`src/rtl/mem_burst_if.sv`:
```
// Burst command / data / memory-side signal bundle for mem_burst_ctrl.
//   slave  : view taken by the controller (accepts commands and write beats,
//            produces read beats, drives the memory address/enable/data).
//   master : view taken by whatever drives the controller and hosts the memory.
// Signals:
//   cmd_valid/cmd_ready/cmd_write/cmd_addr/cmd_len : burst command handshake
//   wr_valid/wr_ready/wr_data                      : write beat channel
//   rd_valid/rd_ready/rd_data/rd_last              : read beat channel
//   mem_addr/mem_we/mem_din/mem_dout               : single-port memory port
//   busy/done                                      : status
interface mem_burst_if #(
  parameter int ADDR_W = 20,
  parameter int DATA_W = 32,
  parameter int LEN_W  = 8
);
  logic              cmd_valid;
  logic              cmd_ready;
  logic              cmd_write;
  logic [ADDR_W-1:0] cmd_addr;
  logic [LEN_W-1:0]  cmd_len;
  logic              wr_valid;
  logic              wr_ready;
  logic [DATA_W-1:0] wr_data;
  logic              rd_valid;
  logic              rd_ready;
  logic [DATA_W-1:0] rd_data;
  logic              rd_last;
  logic [ADDR_W-1:0] mem_addr;
  logic              mem_we;
  logic [DATA_W-1:0] mem_din;
  logic [DATA_W-1:0] mem_dout;
  logic              busy;
  logic              done;

  modport slave (
    input  cmd_valid, cmd_write, cmd_addr, cmd_len,
    input  wr_valid, wr_data, rd_ready, mem_dout,
    output cmd_ready, wr_ready, rd_valid, rd_data, rd_last,
    output mem_addr, mem_we, mem_din, busy, done
  );

  modport master (
    output cmd_valid, cmd_write, cmd_addr, cmd_len,
    output wr_valid, wr_data, rd_ready, mem_dout,
    input  cmd_ready, wr_ready, rd_valid, rd_data, rd_last,
    input  mem_addr, mem_we, mem_din, busy, done
  );
endinterface

```
`src/rtl/mem_burst_ctrl.sv`:
```
// Burst front end for a single-port memory with a combinational read port.
// Accepts one burst command at a time, then streams write beats into the
// memory or read beats out of it with an auto-incrementing (wrapping) address.
// Ports:
//   clk : rising-edge clock
//   rst : synchronous reset, active low (0 = reset)
//   bus : mem_burst_if.slave (command, write beat, read beat, memory port,
//         busy/done status)
module mem_burst_ctrl #(
  parameter int ADDR_W = 20,
  parameter int DATA_W = 32,
  parameter int LEN_W  = 8
) (
  input  logic         clk,
  input  logic         rst,
  mem_burst_if.slave   bus
);

  typedef enum logic [1:0] {IDLE, WRITE, READ, RDRAIN} state_t;

  state_t            state, state_d;
  logic [ADDR_W-1:0] addr_q;
  logic [LEN_W-1:0]  rem_q;
  logic [DATA_W-1:0] rd_data_q;
  logic              rd_valid_q;
  logic              rd_last_q;
  logic              done_q;

  logic              cmd_take;
  logic              wr_hs;
  logic              rd_load;
  logic              rd_drain;
  logic              last_beat;

  assign last_beat = (rem_q == '0);

  // Next state and per-cycle strobes
  always_comb begin
    state_d  = state;
    cmd_take = 1'b0;
    wr_hs    = 1'b0;
    rd_load  = 1'b0;
    rd_drain = 1'b0;
    case (state)
      IDLE: begin
        if (bus.cmd_valid) begin
          cmd_take = 1'b1;
          state_d  = bus.cmd_write ? WRITE : READ;
        end
      end
      WRITE: begin
        if (bus.wr_valid) begin
          wr_hs = 1'b1;
          if (last_beat) state_d = IDLE;
        end
      end
      READ: begin
        // The load condition already covers a consumed beat, so a handshake
        // here always refills the output register; it never empties in READ.
        if (!rd_valid_q || bus.rd_ready) begin
          rd_load = 1'b1;
          if (last_beat) state_d = RDRAIN;
        end
      end
      RDRAIN: begin
        if (rd_valid_q && bus.rd_ready) begin
          rd_drain = 1'b1;
          state_d  = IDLE;
        end
      end
      default: state_d = IDLE;
    endcase
  end

  // Registered state, address/length counters and read output register
  always_ff @(posedge clk) begin
    if (!rst) begin
      state      <= IDLE;
      addr_q     <= '0;
      rem_q      <= '0;
      rd_data_q  <= '0;
      rd_valid_q <= 1'b0;
      rd_last_q  <= 1'b0;
      done_q     <= 1'b0;
    end else begin
      state  <= state_d;
      done_q <= 1'b0;
      if (cmd_take) begin
        addr_q <= bus.cmd_addr;
        rem_q  <= bus.cmd_len;
      end
      if (wr_hs) begin
        addr_q <= addr_q + ADDR_W'(1);
        if (last_beat) done_q <= 1'b1;
        else           rem_q  <= rem_q - LEN_W'(1);
      end
      if (rd_load) begin
        rd_data_q  <= bus.mem_dout;
        rd_valid_q <= 1'b1;
        rd_last_q  <= last_beat;
        addr_q     <= addr_q + ADDR_W'(1);
        rem_q      <= rem_q - LEN_W'(1);
      end
      if (rd_drain) begin
        rd_valid_q <= 1'b0;
        rd_last_q  <= 1'b0;
        done_q     <= 1'b1;
      end
    end
  end

  // Handshake qualifiers are gated by rst so nothing is accepted and no
  // memory write happens on a reset edge, even mid-burst.
  assign bus.busy      = (state != IDLE);
  assign bus.cmd_ready = rst && (state == IDLE);
  assign bus.wr_ready  = rst && (state == WRITE);
  assign bus.mem_we    = rst && (state == WRITE) && bus.wr_valid;
  assign bus.mem_addr  = addr_q;
  assign bus.mem_din   = bus.wr_data;
  assign bus.rd_data   = rd_data_q;
  assign bus.rd_valid  = rd_valid_q;
  assign bus.rd_last   = rd_last_q;
  assign bus.done      = done_q;

endmodule

```
`src/flat_wrapper.sv`:
```
// flat-port wrapper written by rule: the top's interface ports become plain ports
module mem_burst_ctrl_flat 
#(
  parameter int ADDR_W = 20,
  parameter int DATA_W = 32,
  parameter int LEN_W  = 8
)
  (clk, rst, bus_cmd_valid, bus_cmd_write, bus_cmd_addr, bus_cmd_len, bus_wr_valid, bus_wr_data, bus_rd_ready, bus_mem_dout, bus_cmd_ready, bus_wr_ready, bus_rd_valid, bus_rd_data, bus_rd_last, bus_mem_addr, bus_mem_we, bus_mem_din, bus_busy, bus_done);
  mem_burst_if #(.ADDR_W(ADDR_W), .DATA_W(DATA_W), .LEN_W(LEN_W)) bus_i ();
  input  logic clk;
  input  logic rst;
  input wire logic [$bits(bus_i.cmd_valid)-1:0] bus_cmd_valid;
  input wire logic [$bits(bus_i.cmd_write)-1:0] bus_cmd_write;
  input wire logic [$bits(bus_i.cmd_addr)-1:0] bus_cmd_addr;
  input wire logic [$bits(bus_i.cmd_len)-1:0] bus_cmd_len;
  input wire logic [$bits(bus_i.wr_valid)-1:0] bus_wr_valid;
  input wire logic [$bits(bus_i.wr_data)-1:0] bus_wr_data;
  input wire logic [$bits(bus_i.rd_ready)-1:0] bus_rd_ready;
  input wire logic [$bits(bus_i.mem_dout)-1:0] bus_mem_dout;
  output wire logic [$bits(bus_i.cmd_ready)-1:0] bus_cmd_ready;
  output wire logic [$bits(bus_i.wr_ready)-1:0] bus_wr_ready;
  output wire logic [$bits(bus_i.rd_valid)-1:0] bus_rd_valid;
  output wire logic [$bits(bus_i.rd_data)-1:0] bus_rd_data;
  output wire logic [$bits(bus_i.rd_last)-1:0] bus_rd_last;
  output wire logic [$bits(bus_i.mem_addr)-1:0] bus_mem_addr;
  output wire logic [$bits(bus_i.mem_we)-1:0] bus_mem_we;
  output wire logic [$bits(bus_i.mem_din)-1:0] bus_mem_din;
  output wire logic [$bits(bus_i.busy)-1:0] bus_busy;
  output wire logic [$bits(bus_i.done)-1:0] bus_done;
  assign bus_i.cmd_valid = bus_cmd_valid;
  assign bus_i.cmd_write = bus_cmd_write;
  assign bus_i.cmd_addr = bus_cmd_addr;
  assign bus_i.cmd_len = bus_cmd_len;
  assign bus_i.wr_valid = bus_wr_valid;
  assign bus_i.wr_data = bus_wr_data;
  assign bus_i.rd_ready = bus_rd_ready;
  assign bus_i.mem_dout = bus_mem_dout;
  assign bus_cmd_ready = bus_i.cmd_ready;
  assign bus_wr_ready = bus_i.wr_ready;
  assign bus_rd_valid = bus_i.rd_valid;
  assign bus_rd_data = bus_i.rd_data;
  assign bus_rd_last = bus_i.rd_last;
  assign bus_mem_addr = bus_i.mem_addr;
  assign bus_mem_we = bus_i.mem_we;
  assign bus_mem_din = bus_i.mem_din;
  assign bus_busy = bus_i.busy;
  assign bus_done = bus_i.done;
  mem_burst_ctrl #(.ADDR_W(ADDR_W), .DATA_W(DATA_W), .LEN_W(LEN_W)) u_core (.clk(clk), .rst(rst), .bus(bus_i));
endmodule
```
`config.mk`:
```
export PLATFORM = sky130hd
export DESIGN_NAME = mem_burst_ctrl_flat
export DESIGN_NICKNAME = d
export VERILOG_FILES = /design/src/rtl/mem_burst_if.sv /design/src/rtl/mem_burst_ctrl.sv /design/src/flat_wrapper.sv
export SDC_FILE = /design/constraint.sdc
export NUM_CORES = 1
export LEC_CHECK = 0
export BUFFER_PORTS_ARGS = -buffer_cell sky130_fd_sc_hd__buf_2
export CAP_MARGIN = 20
export CORE_MARGIN = 4
export CORE_UTILIZATION = 39
export DETAILED_ROUTE_END_ITERATION = 8
export PLACE_DENSITY = 0.82
export SYNTH_ARGS = -nofsm -noshare
export SYNTH_HDL_FRONTEND = slang
export SYNTH_SLANG_ARGS = --single-unit
```
`constraint.sdc`:
```
create_clock -name clk -period 1.8 [get_ports clk]
set_clock_uncertainty 0.05 [all_clocks]
set_input_delay 0.18 -clock clk [delete_from_list [all_inputs] [get_ports clk]]
set_output_delay 0.18 -clock clk [all_outputs]
set_load 0.1 [all_outputs]
```
==> impl_metrics.yaml, run 1 <==
clock_tree:
  cts_sinks: 65
  cts_tree: "done"
  clk_path_buf_depth: 2
  clockRootBuffer: "clkbuf_8"
  clk_latency_ns: 0.33
  numCtsBuffers: 9
  clk_pin_slew_ns: 0.07
  htree_levels: 3
power:
  p_leak_nw: 1.88
  powerDensity_nw_per_um2: 1890
  ir_drop_mv: 0.908
  total_power_mw: 8.20
detailed_routing:
  wirelength_um: 9700
  drt_first_pass_iters: 4
  postRouteAntennaNets: 0
  drt_iter0_markers: 224
  avgRoutedWirePerCell_um: 15.0
  drc: 0
  vias: 3446
  vias_per_cell: 5.33
synthesis:
  synthSimpleGateAreaFrac_pct: 23.4
  synthAdderAreaFrac_pct: 1.15
  yosysSeqAreaShare_pct: 40.0
  postSynthCellCount: 422
  syn_nets: 523
  synthXorXnorAreaFrac_pct: 0.269
  yosys_most_used_dff: "dfxtp_1"
  ys_warn_count: 0
  synth_top_family_by_area: "compound AO/OA/AOI/OAI gates"
  synth_seq_cells: 65
  syn_area_um2: 3260
  synth_cell_types: 47
  synth_edf_count: 0
  synth_area_per_cell_um2: 7.71
  synth_compound_area_share_pct: 23.6
  muxShareOfSynthArea_pct: 0.653
  async_flop_share_pct: 0
cells_and_area:
  antenna_cells: 0
  mostFrequentLayoutCells: "buf_2 (120), nand2_1 (89), a21oi_1 (61)"
  finalInstanceArea_um2: 4350
  final_layout_size_suffix_gt1_share_pct: 40.3
  layout_commonest_cell: "buf_2"
  final_nets: 637
  area_growth_pct: 33.5
  final_util_pct: 53.2
die:
  rows: 33
  core_area_um2: 8180
  start_util_pct: 39.8
  io_pins: 189
  fp.dieH_um: 99.4
  dieArea_um2: 9870
  chipWidth_um: 99.4
critical_path:
  cp-start-kind: "register"
  crit_arrival_ns: 2.04
  end_kind: "register"
  worstSetupPathType: "reg -> reg"
  rr_worst_depth: 7
  critical_path_peak_fanout: 6
  crit_required_ns: 2.02
grt:
  grt_first_pass_wirelength_um: 15400
  grt_pass1_vias: 3382
  grt_usage_pct: 19.0
  antenna_found_initial: 0
  grt_start_max_net_pins: 34
  overflow: 0
placement:
  pre_cts_slack_ns: -0.0542
  routabilityCongestion: 0.891
  hpwl_um: 7020
  port_buffers: 124
  dpl-instance-area_um2: 3970
timing:
  rsz0062_at_grt: "true"
  fin_crit_ns: 1.82
  whs_ns: 0.0269
  max-slew-margin-rel_pct: 66.6
  finalHoldViolCount: 0
  setup_violations: 4
  finalCritPeriodShare_pct: 101
  final-max-slew-violation-count: 0
  worstMarginPinSlew_ns: 0.504
  fmax_mhz: 548
  fin_ws_ns: -0.0240
worst_hold_path:
  worstHoldPathType: "in -> reg"
  whs_path_depth: 3
run:
  cap_viol_max_count: 0
outcome:
  violations: "negative setup slack"
  status: "complete, but fails checks"
## layout make-up
cell class | count | area (um2)
clock inverter | 3 | 43.8
tap | 105 | 131
clock buffer | 13 | 180
fill | 770 | 3830
inverter | 8 | 30.0
timing repair buffer | 157 | 923
multi-input combinational | 295 | 1670
sequential | 65 | 1370
## cell usage after synthesis, drive strengths merged, types with 2 or more instances
cell type,n,area share [%]
a32oi,6,1.6
nor3,10,1.5
nand2,90,10
nor2b,4,0.77
and3,4,0.77
nand3b,2,0.46
inv,8,0.92
o31ai,2,0.46
a31oi,3,0.58
dfxtp,65,40
buf,37,8.1
o21ai,15,2.3
o22ai,3,0.58
nand3,13,2.0
o21a,5,1.2
o31a,5,1.3
a211oi,5,1.2
o211ai,4,0.92
ha,3,1.2
a22oi,5,1.2
nand2b,3,0.58
or3,4,0.77
nor2,21,2.9
and2,4,0.77
clkbuf,17,2.0
nand4,5,0.96
a21oi,65,10
## final timing paths
kind                                            start                                   to  slack (ns)
setup / recovery           u_core.rem_q[1]$_SDFF_PN0_           u_core.rem_q[0]$_SDFF_PN0_       -0.02
hold / removal                       bus_mem_dout[31]  u_core.bus.rd_data[31]$_SDFFE_PN0P_        0.03
setup reg to reg           u_core.rem_q[1]$_SDFF_PN0_           u_core.rem_q[0]$_SDFF_PN0_       -0.02
hold reg to reg   u_core.bus.rd_data[25]$_SDFFE_PN0P_  u_core.bus.rd_data[25]$_SDFFE_PN0P_        0.40
## sequential cells by signal (all words and copies together), names as in the netlist
signal and count:
u_core.bus.rd_data 32, u_core.bus.mem_addr 20, u_core.rem_q 8, u_core.state 2
u_core.bus.done 1, u_core.bus.rd_last 1, u_core.bus.rd_valid 1
## per-stage QoR
stage               instances  TNS, ns
detailed placement        618   -0.120
global placement          618        0
floorplan                 422   -0.107
CTS                       639  -0.0505
finish                    646  -0.0516
global route              646   -0.510
## cells by family after synthesis
group	Yosys count
buffers and inverters	62
AND/OR/NAND/NOR	165
flip-flops	65
AO/OA/AOI/OAI	124
XOR/XNOR	1
adder cells (fa/ha/maj)	3
multiplexers	2
## where the power goes
group,internal [mW],switching (mW)
combinational,1.40,3.34
clock,0.802,0.557
sequential,1.80,0.295
## per-layer routing
layer / vias up / global-route usage [%] / wire [um]
met5: - / 0 / 0
met4: 0 / 10.3 / 300
met1: 1563 / 21.2 / 3820
met2: 184 / 32.5 / 4600
li1: 1671 / - / -
met3: 28 / 5.47 / 981
## repair_timing
item                                    in CTS  in global routing
buffers inserted                             5                  7
gates resized for setup                     11                  8
endpoints found under the setup margin       7                 52
hold buffers                                 0                  0
endpoints found under the hold margin        0                  0
pin swaps                                    4                  6
## critical path, stage by stage, from the launching register on
cell and delay [ns]:
dfxtp_2 0.33, inv_2 0.07, ha_4 0.13, or4b_4 0.51
nor2_8 0.14, a21oi_4 0.10, or3_1 0.32, a21oi_1 0.12
Note: power is estimated with default switching activity, not from simulation.
==> inputs of run 2 (changes only) <==
--- a/config.mk
+++ b/config.mk
@@ -10,6 +10,7 @@
 export CORE_MARGIN = 4
 export CORE_UTILIZATION = 39
 export DETAILED_ROUTE_END_ITERATION = 8
+export MAX_ROUTING_LAYER = met4
 export PLACE_DENSITY = 0.82
 export SYNTH_ARGS = -nofsm -noshare
 export SYNTH_HDL_FRONTEND = slang
==> impl_metrics.yaml, run 2 (synthesis results as in run 1) <==
placement:
  port_buffers: 124
  routabilityCongestion: 0.899
  hpwl_um: 7060
clock_tree:
  htree_levels: 3
  cts_sinks: 65
  cts_tree: "done"
  numCtsBuffers: 9
  clk_pin_slew_ns: 0.07
  clockRootBuffer: "clkbuf_8"
  hold_buffers: 0
  clk_latency_ns: 0.33
  clk_path_buf_depth: 2
critical_path:
  endpoint: "u_core.rem_q[0]$_SDFF_PN0_"
  crit_required_ns: 2.01
  r2r-start: "u_core.rem_q[0]$_SDFF_PN0_"
  worstSetupPathType: "reg -> reg"
  end_kind: "register"
  cp_top_family: "simple AND/OR/NAND/NOR gates"
  path_cells: "inv_2 -> ha_4 -> or4b_4 -> nor2_8 -> a21oi_4 -> or3_1 -> a21oi_1"
  rr_endpoint: "u_core.rem_q[0]$_SDFF_PN0_"
  worst_path_max_delay_cell: "or4b_4"
  critical_path_peak_fanout: 9
  rr_worst_depth: 7
  cp.depth: 7
  critPathLaunch: "u_core.rem_q[0]$_SDFF_PN0_"
  crit_buf_inv: 1
  slowest_delay_ns: 0.52
  crit_arrival_ns: 2.09
  r2r_setup_slack_ns: -0.08
  cp-start-kind: "register"
grt:
  grt_first_pass_wirelength_um: 14900
  grt_start_max_net_pins: 34
  grt_usage_pct: 18.8
  grt_pass1_vias: 3243
  antenna_found_initial: 0
  overflow: 0
detailed_routing:
  drc: 0
  dr.max_layer_used: "met4"
  vias: 3361
  vias_per_cell: 5.26
  wirelength_um: 9510
  wl_met2_um: 4480
  drt_first_pass_iters: 4
  avgRoutedWirePerCell_um: 14.9
  postRouteAntennaNets: 0
  routed-wl-met3_um: 906
  wl_met1_um: 3920
  drt_iter0_markers: 183
power:
  p_int_mw: 3.87
  p_switching_mw: 4.17
  total_power_mw: 8.04
  ir_drop_mv: 0.808
  switching_share_pct: 51.9
  powerDensity_nw_per_um2: 1880
  p_leak_nw: 1.85
  pwr-share-comb_pct: 57.9
  pwr-share-clk_pct: 16.0
  power_frac_seq_pct: 26.1
cells_and_area:
  layout_commonest_cell: "buf_2"
  final_nets: 630
  nFillCells: 777
  final_layout_size_suffix_gt1_share_pct: 39.7
  largest_reg_flops: 32
  antenna_cells: 0
  mostFrequentLayoutCells: "buf_2 (121), nand2_1 (89), a21oi_1 (64)"
  area_growth_pct: 31.7
outcome:
  status: "complete, but fails checks"
  violations: "negative setup slack"
die:
  fp.dieH_um: 99.4
  chipWidth_um: 99.4
  core_area_um2: 8180
  rows: 33
  io_pins: 189
  start_util_pct: 39.8
  dieArea_um2: 9870
timing:
  max-slew-margin-rel_pct: 66.5
  whs_ns: 0.0306
  final-max-slew-violation-count: 0
  worstMarginPinSlew_ns: 0.506
  fin_crit_ns: 1.88
  finalCritPeriodShare_pct: 104
  rsz0062_at_grt: "true"
  setup_violations: 5
  fmax_mhz: 533
  fin_ws_ns: -0.0766
  finalHoldViolCount: 0
worst_hold_path:
  worstHoldPathType: "in -> reg"
run:
  cap_viol_max_count: 0
## run 2: changes by cell type in the layout (fill, tap and decap cells not counted), sizes merged
cell    previous run  this run
clkbuf            13        12
buf              157       150
bufinv             1         0
clkinv             0         2
## run 2: how the worst min path moves through the flow
stage	from	end	slack [ns]	depth (start not counted)
after global routing	bus_mem_dout[3]	u_core.bus.rd_data[3]$_SDFFE_PN0P_	0.02	3
after CTS	bus_mem_dout[3]	u_core.bus.rd_data[3]$_SDFFE_PN0P_	0.02	3
after floorplan	bus_cmd_len[3]	u_core.rem_q[3]$_SDFF_PN0_	0.26	2
final	bus_mem_dout[3]	u_core.bus.rd_data[3]$_SDFFE_PN0P_	0.03	3
after global placement	bus_wr_data[13]	bus_mem_din[13]	0.31	0
after detailed placement	bus_wr_data[13]	bus_mem_din[13]	0.31	0
## run 2: worst reg2reg max path: cells and delay by family (launching register included)
| family | cells | cell delay (ns) |
|---|---|---|
| compound gates | 2 | 0.23 |
| flops | 1 | 0.33 |
| simple gates | 3 | 0.99 |
| buf+inv | 1 | 0.08 |
| fa+ha+maj | 1 | 0.13 |
## run 2: final cells by class
| cell class | count | area [um2] | area share, % |
|---|---|---|---|
| Multi-Input combinational cell | 295 | 1670 | 39.0 |
| Inverter | 8 | 30.0 | 0.700 |
| Tap cell | 105 | 131 | 3.06 |
| Clock buffer | 12 | 188 | 4.38 |
| Clock inverter | 4 | 30.0 | 0.700 |
| Sequential cell | 65 | 1370 | 31.9 |
| Timing Repair Buffer | 150 | 868 | 20.3 |
## run 2: metal layers
layer / GRT usage, % / up-vias
li1: - / 1660
met1: 22.4 / 1499
met2: 30.6 / 176
met3: 4.70 / 26
met4: 7.25 / 0
met5: - / -
## run 2: timing repair
| item | CTS | global route |
|---|---|---|
| setup endpoints to repair | 5 | 28 |
| buffers inserted | 0 | 4 |
| pin swaps | 0 | 8 |
| gates resized for setup | 2 | 16 |
## run 2: power by group through the flow
stage | logic [mW] | clock network [mW] | registers [mW]
detailed placement | 4.38 | 0 | 2.10
global placement | 4.30 | 0 | 2.07
finish | 4.66 | 1.29 | 2.10
CTS | 4.39 | 1.33 | 2.07
global route | 4.94 | 1.40 | 2.14
floorplan | 2.09 | 0 | 3.66
## run 2: through the flow
stage          util, %  setup WS (ns)  instance area, um2  setup TNS (ns)  std cells
2_1_floorplan        -         -0.107                3340          -0.107        422
3_3_place_gp      48.6        0.00406                3980               0        619
3_5_place_dp      48.6        -0.0406                3980         -0.0478        619
4_1_cts           51.3        -0.0567                4200         -0.0567        635
5_1_grt           52.4         -0.160                4290          -0.880        639
6_report          52.4        -0.0766                4290          -0.186        639
==> inputs of run 3 (changes only) <==
--- a/config.mk
+++ b/config.mk
@@ -7,6 +7,7 @@
 export LEC_CHECK = 0
 export BUFFER_PORTS_ARGS = -buffer_cell sky130_fd_sc_hd__buf_2
 export CAP_MARGIN = 20
+export CORE_ASPECT_RATIO = 1.75
 export CORE_MARGIN = 4
 export CORE_UTILIZATION = 39
 export DETAILED_ROUTE_END_ITERATION = 8
==> impl_metrics.yaml, run 3 (synthesis results as in run 1) <==
worst_hold_path:
  whs_path_depth: 3
  worstHoldStart: "bus_mem_dout[25]"
  min_to: "u_core.bus.rd_data[25]$_SDFFE_PN0P_"
  worstHoldPathType: "in -> reg"
grt:
  busiest_layer: "met2"
  overflow: 0
  met2_usage_pct: 36.1
  grt_usage_pct: 20.7
  grt_pass1_vias: 3345
  use_met1_pct: 20.1
  grt_start_max_net_pins: 34
  grt_first_pass_wirelength_um: 15800
  antenna_found_initial: 0
  met3_usage_pct: 4.69
timing:
  fin_ws_ns: -0.0502
  fmax_mhz: 540
  rsz0062_at_grt: "true"
  finalHoldViolCount: 0
  fin_crit_ns: 1.85
  final-max-slew-violation-count: 0
  setup_violations: 4
  whs_ns: 0.0345
  finalCritPeriodShare_pct: 103
  worstMarginPinSlew_ns: 0.491
  max-slew-margin-rel_pct: 67.2
  tns_ns: -0.0692
cells_and_area:
  mostFrequentLayoutCells: "buf_2 (120), nand2_1 (88), a21oi_1 (62)"
  final_layout_size_suffix_gt1_share_pct: 39.6
  final_nets: 632
  finalInstanceArea_um2: 4350
  area_growth_pct: 33.6
  antenna_cells: 0
  layout_commonest_cell: "buf_2"
  final_util_pct: 54.3
  largest_reg_flops: 32
detailed_routing:
  drt_iter0_markers: 117
  vias_per_cell: 5.53
  vias: 3463
  drt_first_pass_iters: 4
  avgRoutedWirePerCell_um: 15.9
  drc: 0
  postRouteAntennaNets: 0
  wirelength_um: 9960
run:
  cap_viol_max_count: 0
clock_tree:
  clk_path_buf_depth: 2
  hold_buffers: 0
  clk_pin_slew_ns: 0.06
  cts_sinks: 65
  htree_levels: 3
  cts_tree: "done"
  numCtsBuffers: 9
  clockRootBuffer: "clkbuf_16"
  clk_latency_ns: 0.33
critical_path:
  crit_required_ns: 2.01
  rr_endpoint: "u_core.rem_q[0]$_SDFF_PN0_"
  rr_worst_depth: 7
  crit_arrival_ns: 2.06
  r2r_setup_slack_ns: -0.05
  end_kind: "register"
  r2r-start: "u_core.rem_q[0]$_SDFF_PN0_"
  worstSetupPathType: "reg -> reg"
  cp-start-kind: "register"
  critical_path_peak_fanout: 6
die:
  io_pins: 189
  dieArea_um2: 9930
  core_area_um2: 8020
  fp.dieH_um: 129
  rows: 43
  start_util_pct: 40.6
  chipWidth_um: 77.1
placement:
  port_buffers: 124
  dpl-instance-area_um2: 3970
  hpwl_um: 7380
  routabilityCongestion: 0.965
power:
  total_power_mw: 8.40
  ir_drop_mv: 1.17
  powerDensity_nw_per_um2: 1930
  p_leak_nw: 1.90
outcome:
  status: "complete, but fails checks"
  violations: "negative setup slack"
run 3: changes by cell type in the layout (fill, tap and decap cells not counted), moves of 3 or more:
cell       previous run  this run
clkinv_2              1         4
buf_4                24        27
clkbuf_16             2        10
dfxtp_1              43        46
clkbuf_8             10         1
dfxtp_2               7         4
run 3: worst max-delay path: stages (launching register included):
cell     delay [ns]
dfxtp_1        0.31
inv_2          0.08
ha_4           0.15
or4b_4         0.51
nor2_8         0.13
a21oi_4        0.10
or3_1          0.32
a21oi_1        0.12
run 3: stage by stage:
step / cells / worst slack, ns
2_1_floorplan: 422 / -0.107
3_3_place_gp: 605 / -0.0263
3_5_place_dp: 605 / -0.0927
4_1_cts: 624 / -0.0424
5_1_grt: 626 / -0.0853
6_report: 626 / -0.0502
run 3: area by class of cell:
cell class                 instances  area, um2
inverter                           8       30.0
clock buffer                      11        264
sequential                        65       1360
fill                             769       3670
multi-input combinational        295       1670
tap                               90        113
clock inverter                     5       26.3
timing repair buffer             152        882
run 3: routing by layer:
layer | wire, um | vias up
met1 | 3540 | 1625
met3 | 580 | 40
met4 | 571 | 0
met2 | 5270 | 138
li1 | - | 1660
met5 | 0 | -
run 3: power breakdown:
group | switching, mW | total (mW) | leakage [nW] | internal [mW]
Clock | 0.628 | 1.67 | 0.151 | 1.04
Combinational | 3.32 | 4.65 | 1.21 | 1.34
Sequential | 0.284 | 2.08 | 0.543 | 1.80
run 3: worst max path at each step:
stage	from	endpoint	slack [ns]	depth (start not counted)
finish	u_core.rem_q[0]$_SDFF_PN0_	u_core.rem_q[0]$_SDFF_PN0_	-0.05	7
global route	u_core.rem_q[0]$_SDFF_PN0_	u_core.rem_q[0]$_SDFF_PN0_	-0.09	7
CTS	u_core.rem_q[1]$_SDFF_PN0_	u_core.rem_q[0]$_SDFF_PN0_	-0.04	7
detailed placement	u_core.rem_q[1]$_SDFF_PN0_	u_core.rem_q[0]$_SDFF_PN0_	-0.09	7
global placement	u_core.rem_q[1]$_SDFF_PN0_	u_core.rem_q[0]$_SDFF_PN0_	-0.03	7
floorplan	u_core.state[0]$_SDFFE_PN0P_	bus_cmd_ready	-0.11	4
run 3: what timing repair did:
action,in CTS,in global routing
pin swaps,3,5
setup endpoints to repair,10,14
buffers inserted,3,2
resized for setup,7,10
